### src/rtl/sprite_anim_renderer_if.sv
// Sprite ROM and palette lookup bus: the renderer (master) issues a ROM address and forwards the
// returned palette index; the external sync ROM and combinational palette (slave) answer.
interface sprite_anim_renderer_if #(
    parameter int ADDR_W = 16,
    parameter int IDX_W  = 4
);
    logic [ADDR_W-1:0] rom_address;
    logic [IDX_W-1:0]  rom_q;
    logic [IDX_W-1:0]  pal_index;
    logic [3:0]        pal_red;
    logic [3:0]        pal_green;
    logic [3:0]        pal_blue;

    modport master (
        output rom_address, pal_index,
        input  rom_q, pal_red, pal_green, pal_blue
    );

    modport slave (
        input  rom_address, pal_index,
        output rom_q, pal_red, pal_green, pal_blue
    );
endinterface

### src/rtl/sprite_anim_renderer.sv
// Draws one animated, positioned, 2^n-scaled sprite over a background colour on the VGA stream,
// with a two-cycle pipeline from DrawX/DrawY to registered RGB and a play/stop/one-shot sequencer.
module sprite_anim_renderer #(
    parameter int SPR_W       = 100,
    parameter int SPR_H       = 100,
    parameter int FRAMES      = 4,
    parameter int IDX_W       = 4,
    parameter int SCALE_SHIFT = 0,
    parameter int FRAME_TICKS = 8,
    parameter int TRANSP_IDX  = 0,
    parameter int ADDR_W      = $clog2(FRAMES * SPR_W * SPR_H),
    localparam int FRAME_W    = (FRAMES > 1) ? $clog2(FRAMES) : 1
) (
    input  logic               vga_clk,
    input  logic               reset_n,
    input  logic [9:0]         DrawX,
    input  logic [9:0]         DrawY,
    input  logic               blank,
    input  logic               vs,
    input  logic [9:0]         sprite_x,
    input  logic [9:0]         sprite_y,
    input  logic               start,
    input  logic               stop,
    input  logic               one_shot,
    input  logic [3:0]         bg_red,
    input  logic [3:0]         bg_green,
    input  logic [3:0]         bg_blue,
    sprite_anim_renderer_if.master bus,
    output logic [3:0]         red,
    output logic [3:0]         green,
    output logic [3:0]         blue,
    output logic [FRAME_W-1:0] anim_frame,
    output logic               anim_done
);
    typedef enum logic [1:0] {IDLE, PLAY, DONE} state_e;

    localparam int                 FRAME_SZ   = SPR_W * SPR_H;
    localparam int                 TICK_W     = (FRAME_TICKS > 1) ? $clog2(FRAME_TICKS) : 1;
    localparam logic [10:0]        SPAN_X     = 11'(SPR_W << SCALE_SHIFT);
    localparam logic [10:0]        SPAN_Y     = 11'(SPR_H << SCALE_SHIFT);
    localparam logic [FRAME_W-1:0] LAST_FRAME = FRAME_W'(FRAMES - 1);
    localparam logic [TICK_W-1:0]  LAST_TICK  = TICK_W'(FRAME_TICKS - 1);
    localparam logic [IDX_W-1:0]   TRANSP     = IDX_W'(TRANSP_IDX);

    state_e             state_q, state_d;
    logic [FRAME_W-1:0] frame_q, frame_d;
    logic [TICK_W-1:0]  tick_q, tick_d;
    logic               vs_q, vs_d;
    logic               fb;
    logic [9:0]         pos_x_q, pos_x_d, pos_y_q, pos_y_d;
    logic [10:0]        dx, dy;
    logic               hit;
    logic [ADDR_W-1:0]  rom_address_q, rom_address_d;
    logic               hit1_q, hit1_d, blank1_q, blank1_d;
    logic               hit2_q, hit2_d, blank2_q, blank2_d;
    logic [3:0]         red_q, red_d, green_q, green_d, blue_q, blue_d;

    // NOTE: every variable written in an always_comb gets a default first so no path infers a latch.
    always_comb begin
        state_d = state_q;
        frame_d = frame_q;
        tick_d  = tick_q;
        if (stop) begin
            state_d = IDLE;
            frame_d = '0;
            tick_d  = '0;
        end else if (start) begin
            state_d = PLAY;
            frame_d = '0;
            tick_d  = '0;
        end else begin
            case (state_q)
                PLAY: begin
                    if (fb) begin
                        if (tick_q == LAST_TICK) begin
                            tick_d = '0;
                            if (frame_q == LAST_FRAME) begin
                                if (one_shot) state_d = DONE;
                                else          frame_d = '0;
                            end else begin
                                frame_d = frame_q + 1'b1;
                            end
                        end else begin
                            tick_d = tick_q + 1'b1;
                        end
                    end
                end
                default: ;
            endcase
        end
    end

    always_comb begin
        vs_d    = vs;
        fb      = vs_q && !vs;
        pos_x_d = fb ? sprite_x : pos_x_q;
        pos_y_d = fb ? sprite_y : pos_y_q;

        // Differences are only meaningful once DrawX/DrawY are known to be at or past the origin.
        dx  = {1'b0, DrawX} - {1'b0, pos_x_q};
        dy  = {1'b0, DrawY} - {1'b0, pos_y_q};
        hit = (DrawX >= pos_x_q) && (dx < SPAN_X) && (DrawY >= pos_y_q) && (dy < SPAN_Y);

        rom_address_d = '0;
        if (hit) begin
            rom_address_d = ADDR_W'(frame_q) * ADDR_W'(FRAME_SZ)
                          + ADDR_W'(dy >> SCALE_SHIFT) * ADDR_W'(SPR_W)
                          + ADDR_W'(dx >> SCALE_SHIFT);
        end
        hit1_d   = hit;
        blank1_d = blank;
        hit2_d   = hit1_q;
        blank2_d = blank1_q;

        red_d   = '0;
        green_d = '0;
        blue_d  = '0;
        if (blank2_q) begin
            if (hit2_q && (bus.rom_q != TRANSP)) begin
                red_d   = bus.pal_red;
                green_d = bus.pal_green;
                blue_d  = bus.pal_blue;
            end else begin
                red_d   = bg_red;
                green_d = bg_green;
                blue_d  = bg_blue;
            end
        end
    end

    // NOTE: state is updated with non-blocking assignments so every flop samples pre-edge values.
    always_ff @(posedge vga_clk or negedge reset_n) begin
        if (!reset_n) begin
            state_q       <= IDLE;
            frame_q       <= '0;
            tick_q        <= '0;
            vs_q          <= 1'b0;
            pos_x_q       <= '0;
            pos_y_q       <= '0;
            rom_address_q <= '0;
            hit1_q        <= 1'b0;
            blank1_q      <= 1'b0;
            hit2_q        <= 1'b0;
            blank2_q      <= 1'b0;
            red_q         <= '0;
            green_q       <= '0;
            blue_q        <= '0;
        end else begin
            state_q       <= state_d;
            frame_q       <= frame_d;
            tick_q        <= tick_d;
            vs_q          <= vs_d;
            pos_x_q       <= pos_x_d;
            pos_y_q       <= pos_y_d;
            rom_address_q <= rom_address_d;
            hit1_q        <= hit1_d;
            blank1_q      <= blank1_d;
            hit2_q        <= hit2_d;
            blank2_q      <= blank2_d;
            red_q         <= red_d;
            green_q       <= green_d;
            blue_q        <= blue_d;
        end
    end

    // The ROM output register is the pipeline stage feeding the combinational palette.
    assign bus.rom_address = rom_address_q;
    assign bus.pal_index   = bus.rom_q;
    assign red             = red_q;
    assign green           = green_q;
    assign blue            = blue_q;
    assign anim_frame      = frame_q;
    assign anim_done       = (state_q == DONE);
endmodule

### src/flat_wrapper.sv
// flat-port wrapper written by rule: the top's interface ports become plain ports
module sprite_anim_renderer_flat 
#(
    parameter int SPR_W       = 100,
    parameter int SPR_H       = 100,
    parameter int FRAMES      = 4,
    parameter int IDX_W       = 4,
    parameter int SCALE_SHIFT = 0,
    parameter int FRAME_TICKS = 8,
    parameter int TRANSP_IDX  = 0,
    parameter int ADDR_W      = $clog2(FRAMES * SPR_W * SPR_H),
    localparam int FRAME_W    = (FRAMES > 1) ? $clog2(FRAMES) : 1
)
  (vga_clk, reset_n, DrawX, DrawY, blank, vs, sprite_x, sprite_y, start, stop, one_shot, bg_red, bg_green, bg_blue, red, green, blue, anim_frame, anim_done, bus_rom_address, bus_pal_index, bus_rom_q, bus_pal_red, bus_pal_green, bus_pal_blue);
  sprite_anim_renderer_if #(.ADDR_W(ADDR_W), .IDX_W(IDX_W)) bus_i ();
  input  logic vga_clk;
  input  logic reset_n;
  input  logic [9:0] DrawX;
  input  logic [9:0] DrawY;
  input  logic blank;
  input  logic vs;
  input  logic [9:0] sprite_x;
  input  logic [9:0] sprite_y;
  input  logic start;
  input  logic stop;
  input  logic one_shot;
  input  logic [3:0] bg_red;
  input  logic [3:0] bg_green;
  input  logic [3:0] bg_blue;
  output logic [3:0] red;
  output logic [3:0] green;
  output logic [3:0] blue;
  output logic [FRAME_W-1:0] anim_frame;
  output logic anim_done;
  output wire logic [$bits(bus_i.rom_address)-1:0] bus_rom_address;
  output wire logic [$bits(bus_i.pal_index)-1:0] bus_pal_index;
  input wire logic [$bits(bus_i.rom_q)-1:0] bus_rom_q;
  input wire logic [$bits(bus_i.pal_red)-1:0] bus_pal_red;
  input wire logic [$bits(bus_i.pal_green)-1:0] bus_pal_green;
  input wire logic [$bits(bus_i.pal_blue)-1:0] bus_pal_blue;
  assign bus_rom_address = bus_i.rom_address;
  assign bus_pal_index = bus_i.pal_index;
  assign bus_i.rom_q = bus_rom_q;
  assign bus_i.pal_red = bus_pal_red;
  assign bus_i.pal_green = bus_pal_green;
  assign bus_i.pal_blue = bus_pal_blue;
  sprite_anim_renderer #(.SPR_W(SPR_W), .SPR_H(SPR_H), .FRAMES(FRAMES), .IDX_W(IDX_W), .SCALE_SHIFT(SCALE_SHIFT), .FRAME_TICKS(FRAME_TICKS), .TRANSP_IDX(TRANSP_IDX), .ADDR_W(ADDR_W)) u_core (.vga_clk(vga_clk), .reset_n(reset_n), .DrawX(DrawX), .DrawY(DrawY), .blank(blank), .vs(vs), .sprite_x(sprite_x), .sprite_y(sprite_y), .start(start), .stop(stop), .one_shot(one_shot), .bg_red(bg_red), .bg_green(bg_green), .bg_blue(bg_blue), .bus(bus_i), .red(red), .green(green), .blue(blue), .anim_frame(anim_frame), .anim_done(anim_done));
endmodule
### config.mk
export PLATFORM = sky130hd
export DESIGN_NAME = sprite_anim_renderer_flat
export DESIGN_NICKNAME = d
export VERILOG_FILES = /design/src/rtl/sprite_anim_renderer_if.sv /design/src/rtl/sprite_anim_renderer.sv /design/src/flat_wrapper.sv
export SDC_FILE = /design/constraint.sdc
export NUM_CORES = 1
export LEC_CHECK = 0
export CAP_MARGIN = 20
export CORE_MARGIN = 2
export CORE_UTILIZATION = 38
export CTS_BUF_LIST = sky130_fd_sc_hd__clkbuf_16
export CTS_CLUSTER_SIZE = 20
export DETAILED_ROUTE_END_ITERATION = 16
export MAX_ROUTING_LAYER = met4
export SLEW_MARGIN = 20
export SYNTH_ARGS = -nofsm -noshare
export SYNTH_HDL_FRONTEND = slang
export SYNTH_SLANG_ARGS = --single-unit
export TNS_END_PERCENT = 20
### constraint.sdc
create_clock -name vga_clk -period 15.2 [get_ports vga_clk]
set_input_delay 3.04 -clock vga_clk [delete_from_list [all_inputs] [get_ports vga_clk]]
set_output_delay 3.04 -clock vga_clk [all_outputs]
set_load 0.02 [all_outputs]
### Word-level counts from Yosys, hierarchy flattened

Cells that the tools add are included.
W data, S select, Z words.

* register bits after elaboration: 60
* latch bits: 0
* bits in writable memories: 0
* bits in read-only memories: 0
* memories: 0

* add/sub/neg operators: 6
* multipliers: 2
* div/mod/pow operators: 0
* order comparisons: 4
* eq/ne operators: 5
* shift-type cells: 0
* multiplexer cells: 26
* bitwise gates (word level): 0
* reductions and logical operators: 15

Operator list (number)
* $mux W2: 14
* $mux W4: 6
* $lt A11 B7 Y1 const B: 2
* $sub A10 B10 Y11: 2
* $ge A10 B10 Y1: 2
* $add A16 B11 Y16: 1
* $add A16 B16 Y16: 1
* $mux W16: 1
* $mux W3: 5
* $reduce_bool A3 Y1: 5
* $mul A11 B5 Y14 const B: 1
* $mul A2 B10 Y12 const B: 1
* $logic_and A1 B1 Y1: 5
* $reduce_and A5 Y1: 1
* $eq A2 B2 Y1 const B: 2
* $ne A4 B4 Y1 const B: 1
* $reduce_and A4 Y1: 1
* $reduce_bool A4 Y1: 1
* $add A3 B1 Y3 const B: 1
* $eq A3 B3 Y1 const B: 1
* $add A2 B1 Y2 const B: 1
* $eq A2 B1 Y1 const B: 1
* $reduce_and A2 Y1: 1
* $logic_not A1 Y1: 1

### Logic depth before layout (Yosys ltp)

* depth after elaboration: 7
* gate-level depth with buffers: 27
* depth with buffers taken out: 27

### Least setup slack after synthesis

No wires, ideal clock.

* path type: input -> register
* start point: input DrawY[0]
* end point: register u_core.rom_address_q[15], in the netlist u_core.bus.rom_address[15]
* setup time: 152 ps
* data arrival time: 7932 ps
* data required time: 15048 ps
* slack: 7117 ps
* stages: 24
* path buffers: 0
* cells stage by stage: inv_1 -> ha_1 -> inv_1 -> fa_1 -> a21o_1 -> a21oi_1 -> xnor2_1 -> inv_1 -> ha_1 -> ha_1 -> inv_1 -> fa_1 -> inv_1 -> ha_1 -> a21oi_1 -> xnor2_1 -> fa_1 -> inv_1 -> ha_1 -> and3_1 -> a221o_1 -> a311oi_1 -> xnor2_1 -> nor4_1

* longest elaborated chain between the ends: 5
* elaborated cells between the ends (all ways): 9
* those cells by class: add/sub (3); mul (1); order compare (2); mux (1); reduce/logical (2)

Ends and longest elaborated chain
* start: declaration: RTL line flat_wrapper.sv:19 `input logic [9:0] DrawY;`
* $sub A10 B10 Y11: RTL line sprite_anim_renderer.sv:101 `dy = {1'b0, DrawY} - {1'b0, pos_y_q};`
* $mul A11 B5 Y14: RTL line sprite_anim_renderer.sv:107 `+ ADDR_W'(dy >> SCALE_SHIFT) * ADDR_W'(SPR_W)`
* $add A16 B16 Y16: RTL line sprite_anim_renderer.sv:107
* $add A16 B11 Y16: RTL line sprite_anim_renderer.sv:108 `+ ADDR_W'(dx >> SCALE_SHIFT);`
* $mux W16 (*): RTL line sprite_anim_renderer.sv:105 `if (hit) begin`
* named net u_core.rom_address_d[15]: RTL line sprite_anim_renderer.sv:53 `logic [ADDR_W-1:0] rom_address_q, rom_address_d;`
* end signal: assignment: RTL line sprite_anim_renderer.sv:155 `rom_address_q <= rom_address_d;`
* end: declaration: RTL line sprite_anim_renderer.sv:53

The timed path passes the listed nets; every way through them passes the cells marked *.
A chain may end at the register's enable or synchronous reset.

### Worst setup path in the final report

Same ends and word-level chain as after synthesis.

==> impl_metrics.tcl <==
set metrics [dict create \
    initial_utilization_pct 38.88 \
    yosysSeqAreaShare_pct 29.16 \
    syn_avg_cell_area_um2 9.413 \
    io_buffers 109 \
    antenna_cells 0 \
    max_freq_mhz 116.2 \
    detailedRoute.firstPassIterationCount 6 \
    core_mm2 0.01324 \
    synth_top_area_share_pct 29.16 \
    final_cells 835 \
    die_area_mm2 0.01450 \
    grt_overflow 0 \
    cp-start-kind "input port" \
    async_flop_share_pct 100.0 \
    period_needed_ps 8603 \
    status "complete, no violations" \
    synth_edf_count 0 \
    track_usage_pct 16.46 \
    hold_depth 0 \
    cts.hold.buffers_added 0 \
    grt_max_degree 61 \
    nFillCells 1247 \
    cts_root_buf "clkbuf_16" \
    crit_required_ps 15420 \
    syn_nets 718 \
    detail_route.wl_per_cell_um 13.43 \
    worst-path-max-fanout 6 \
    yosysWarnings 0 \
    post_cts_buffers 0 \
    tightestPinTransition_ps 960.0 \
    io_pins 110 \
    die_h_um 120.4 \
    place_congestion 0.8225 \
    ys.flop_type "dfrtp_1" \
    maxCapViolCount 0 \
    slew-limit-headroom_pct 35.30 \
    period_share_pct 56.60 \
    cp-end-kind "register" \
    crit_type "input port to register" \
    drt_iter0_markers 177 \
    grt_pass1_wl_um 18990 \
    clkSinkCount 60 \
    vias_per_cell 4.963 \
    ys_ff_latch 60 \
    tritoncts "built" \
    dp_cells 819 \
    cp.arrival_ps 8820 \
    rsz0062_at_grt "no" \
    cts_resized 0 \
    path_clk_slew_ps 50 \
    synth.top_cells.by_area "dfrtp_1 (29%), ha_1 (20%), fa_1 (5.4%), inv_1 (4.7%), nand2_1 (4.3%)" \
    drv_slew 0 \
    fin_skew_ps 4.783 \
    routed_wl_um 11210 \
    row_count 42 \
    drc 0 \
    setup_viol 0 \
    ys_types 62 \
    routed-via-count 4144 \
    tns_ps 0 \
    grt_antenna_before_repair 0 \
    cts_buffers 9 \
    ant_nets 0 \
    synth_area_leader_cell "dfrtp_1" \
    hold_violations 0 \
    netlist_instances 547 \
    grt_pass1_vias 4135 \
    die_w_um 120.4 \
    r2r_slack_ps 9380 \
    cts_htree_levels 3 \
    worst_r2r_path_depth 26 \
    clockBufferDepth 2 \
    fin_nets 825 \
    min_path_type "register to register" \
    insertion_delay_ps 330 \
    synth_area_mm2 0.005149 \
    hpwl_um 9188 \
    drive_above_1_share_pct 6.525 \
    syn_to_final_growth_pct 30.21 \
]
-- kinds of logic after synthesis --
family | Yosys count | synth area share (%)
AOI/OAI and AO/OA | 132 | 17.94
and+or+nand+nor | 138 | 14.09
buffers and inverters | 81 | 6.513
DFF | 60 | 29.16
muxes | 3 | 0.6318
xor gates and xnor gates | 37 | 6.294
adders and majority gates | 96 | 25.37
-- sequential cells by signal (all words and copies together) (netlist names), 2 cells and up --
name,cells
u_core.green,4
u_core.bus.rom_address,16
u_core.tick_q,3
u_core.pos_x_q,10
u_core.pos_y_q,10
u_core.state_q,2
u_core.blue,4
u_core.anim_frame,2
u_core.red,4
-- routing by layer --
| layer | part of all wire [%] | GRT usage (%) | vias to the layer above |
|---|---|---|---|
| li1 | - | - | 2110 |
| met1 | 46 | 19.85 | 1883 |
| met2 | 47 | 28.14 | 136 |
| met3 | 5.7 | 3.160 | 15 |
| met4 | 1.5 | 4.651 | 0 |
| met5 | 0 | - | - |
-- path summary, 6_finish.rpt --
| check | end | startpoint |
|---|---|---|
| worst max-delay path | u_core.bus.rom_address[15] | DrawY[0] |
| worst min-delay path | u_core.hit2_q | u_core.hit1_q |
| worst max register to register | u_core.bus.rom_address[15] | u_core.pos_y_q[0] |
| worst min register to register | u_core.hit2_q | u_core.hit1_q |
| max in group asynchronous | u_core.pos_y_q[3] | reset_n |
| min in group asynchronous | u_core.bus.rom_address[12] | reset_n |
-- stage by stage --
stage                     hold slack [ps]  setup slack (ps)  util (%)  cell area, µm²
after floorplan                     331.2              7117         -            5149
after global placement              332.1              6444     48.36            6404
after detailed placement            341.0              6324     48.36            6404
after CTS                           352.1              6647     50.62            6704
after global routing                357.8              6217     50.62            6704
final                               347.7              6597     50.62            6704
-- cells in the final DEF, fill, tap and decap left out, drive strengths merged, types with 21 or more instances in the layout --
cell / count
a21oi: 28
clkdlybuf4s50: 108
dfrtp: 60
ha: 82
inv: 66
nand2: 59
nor2: 21
o21ai: 36
xnor2: 23
-- synth_stat cells, drive strengths merged, types with 9 or more instances --
library cell	count
ha	82
inv	65
dfrtp	60
nand2	59
o21ai	36
a21oi	28
xnor2	23
nor2	21
fa	14
xor2	14
nor4	13
a21boi	12
a21o	11
clkbuf	9
-- layout make-up --
class,count,area [µm²],share of cell area (%)
multi-input combinational,406,3329,49.66
sequential,60,1501,22.40
timing repair buffer,112,1109,16.54
inverter,65,244.0,3.639
clock buffer,9,225.2,3.359
tap,176,220.2,3.285
clock inverter,7,75.07,1.120
-- worst max-delay path: stages --
cell and delay, ps:
clkdlybuf4s50_1 390, inv_1 60, ha_1 160, inv_1 60
fa_1 400, a21o_1 200, a21oi_1 280, o21bai_1 110
a21oi_1 230, xnor2_1 210, ha_1 300, ha_1 290
inv_1 50, fa_1 490, inv_1 40, ha_1 220
nor3_1 270, o21a_1 200, a21oi_1 50, a21oi_1 180
xnor2_1 150, ha_1 260, ha_1 390, a21oi_1 160
nor2b_1 70, a311oi_1 300, xnor2_1 120, nor4_1 170
Power is left out: the tool's default activity adds up to more than one toggle a clock period on the data nets, which glitch-free logic cannot reach.
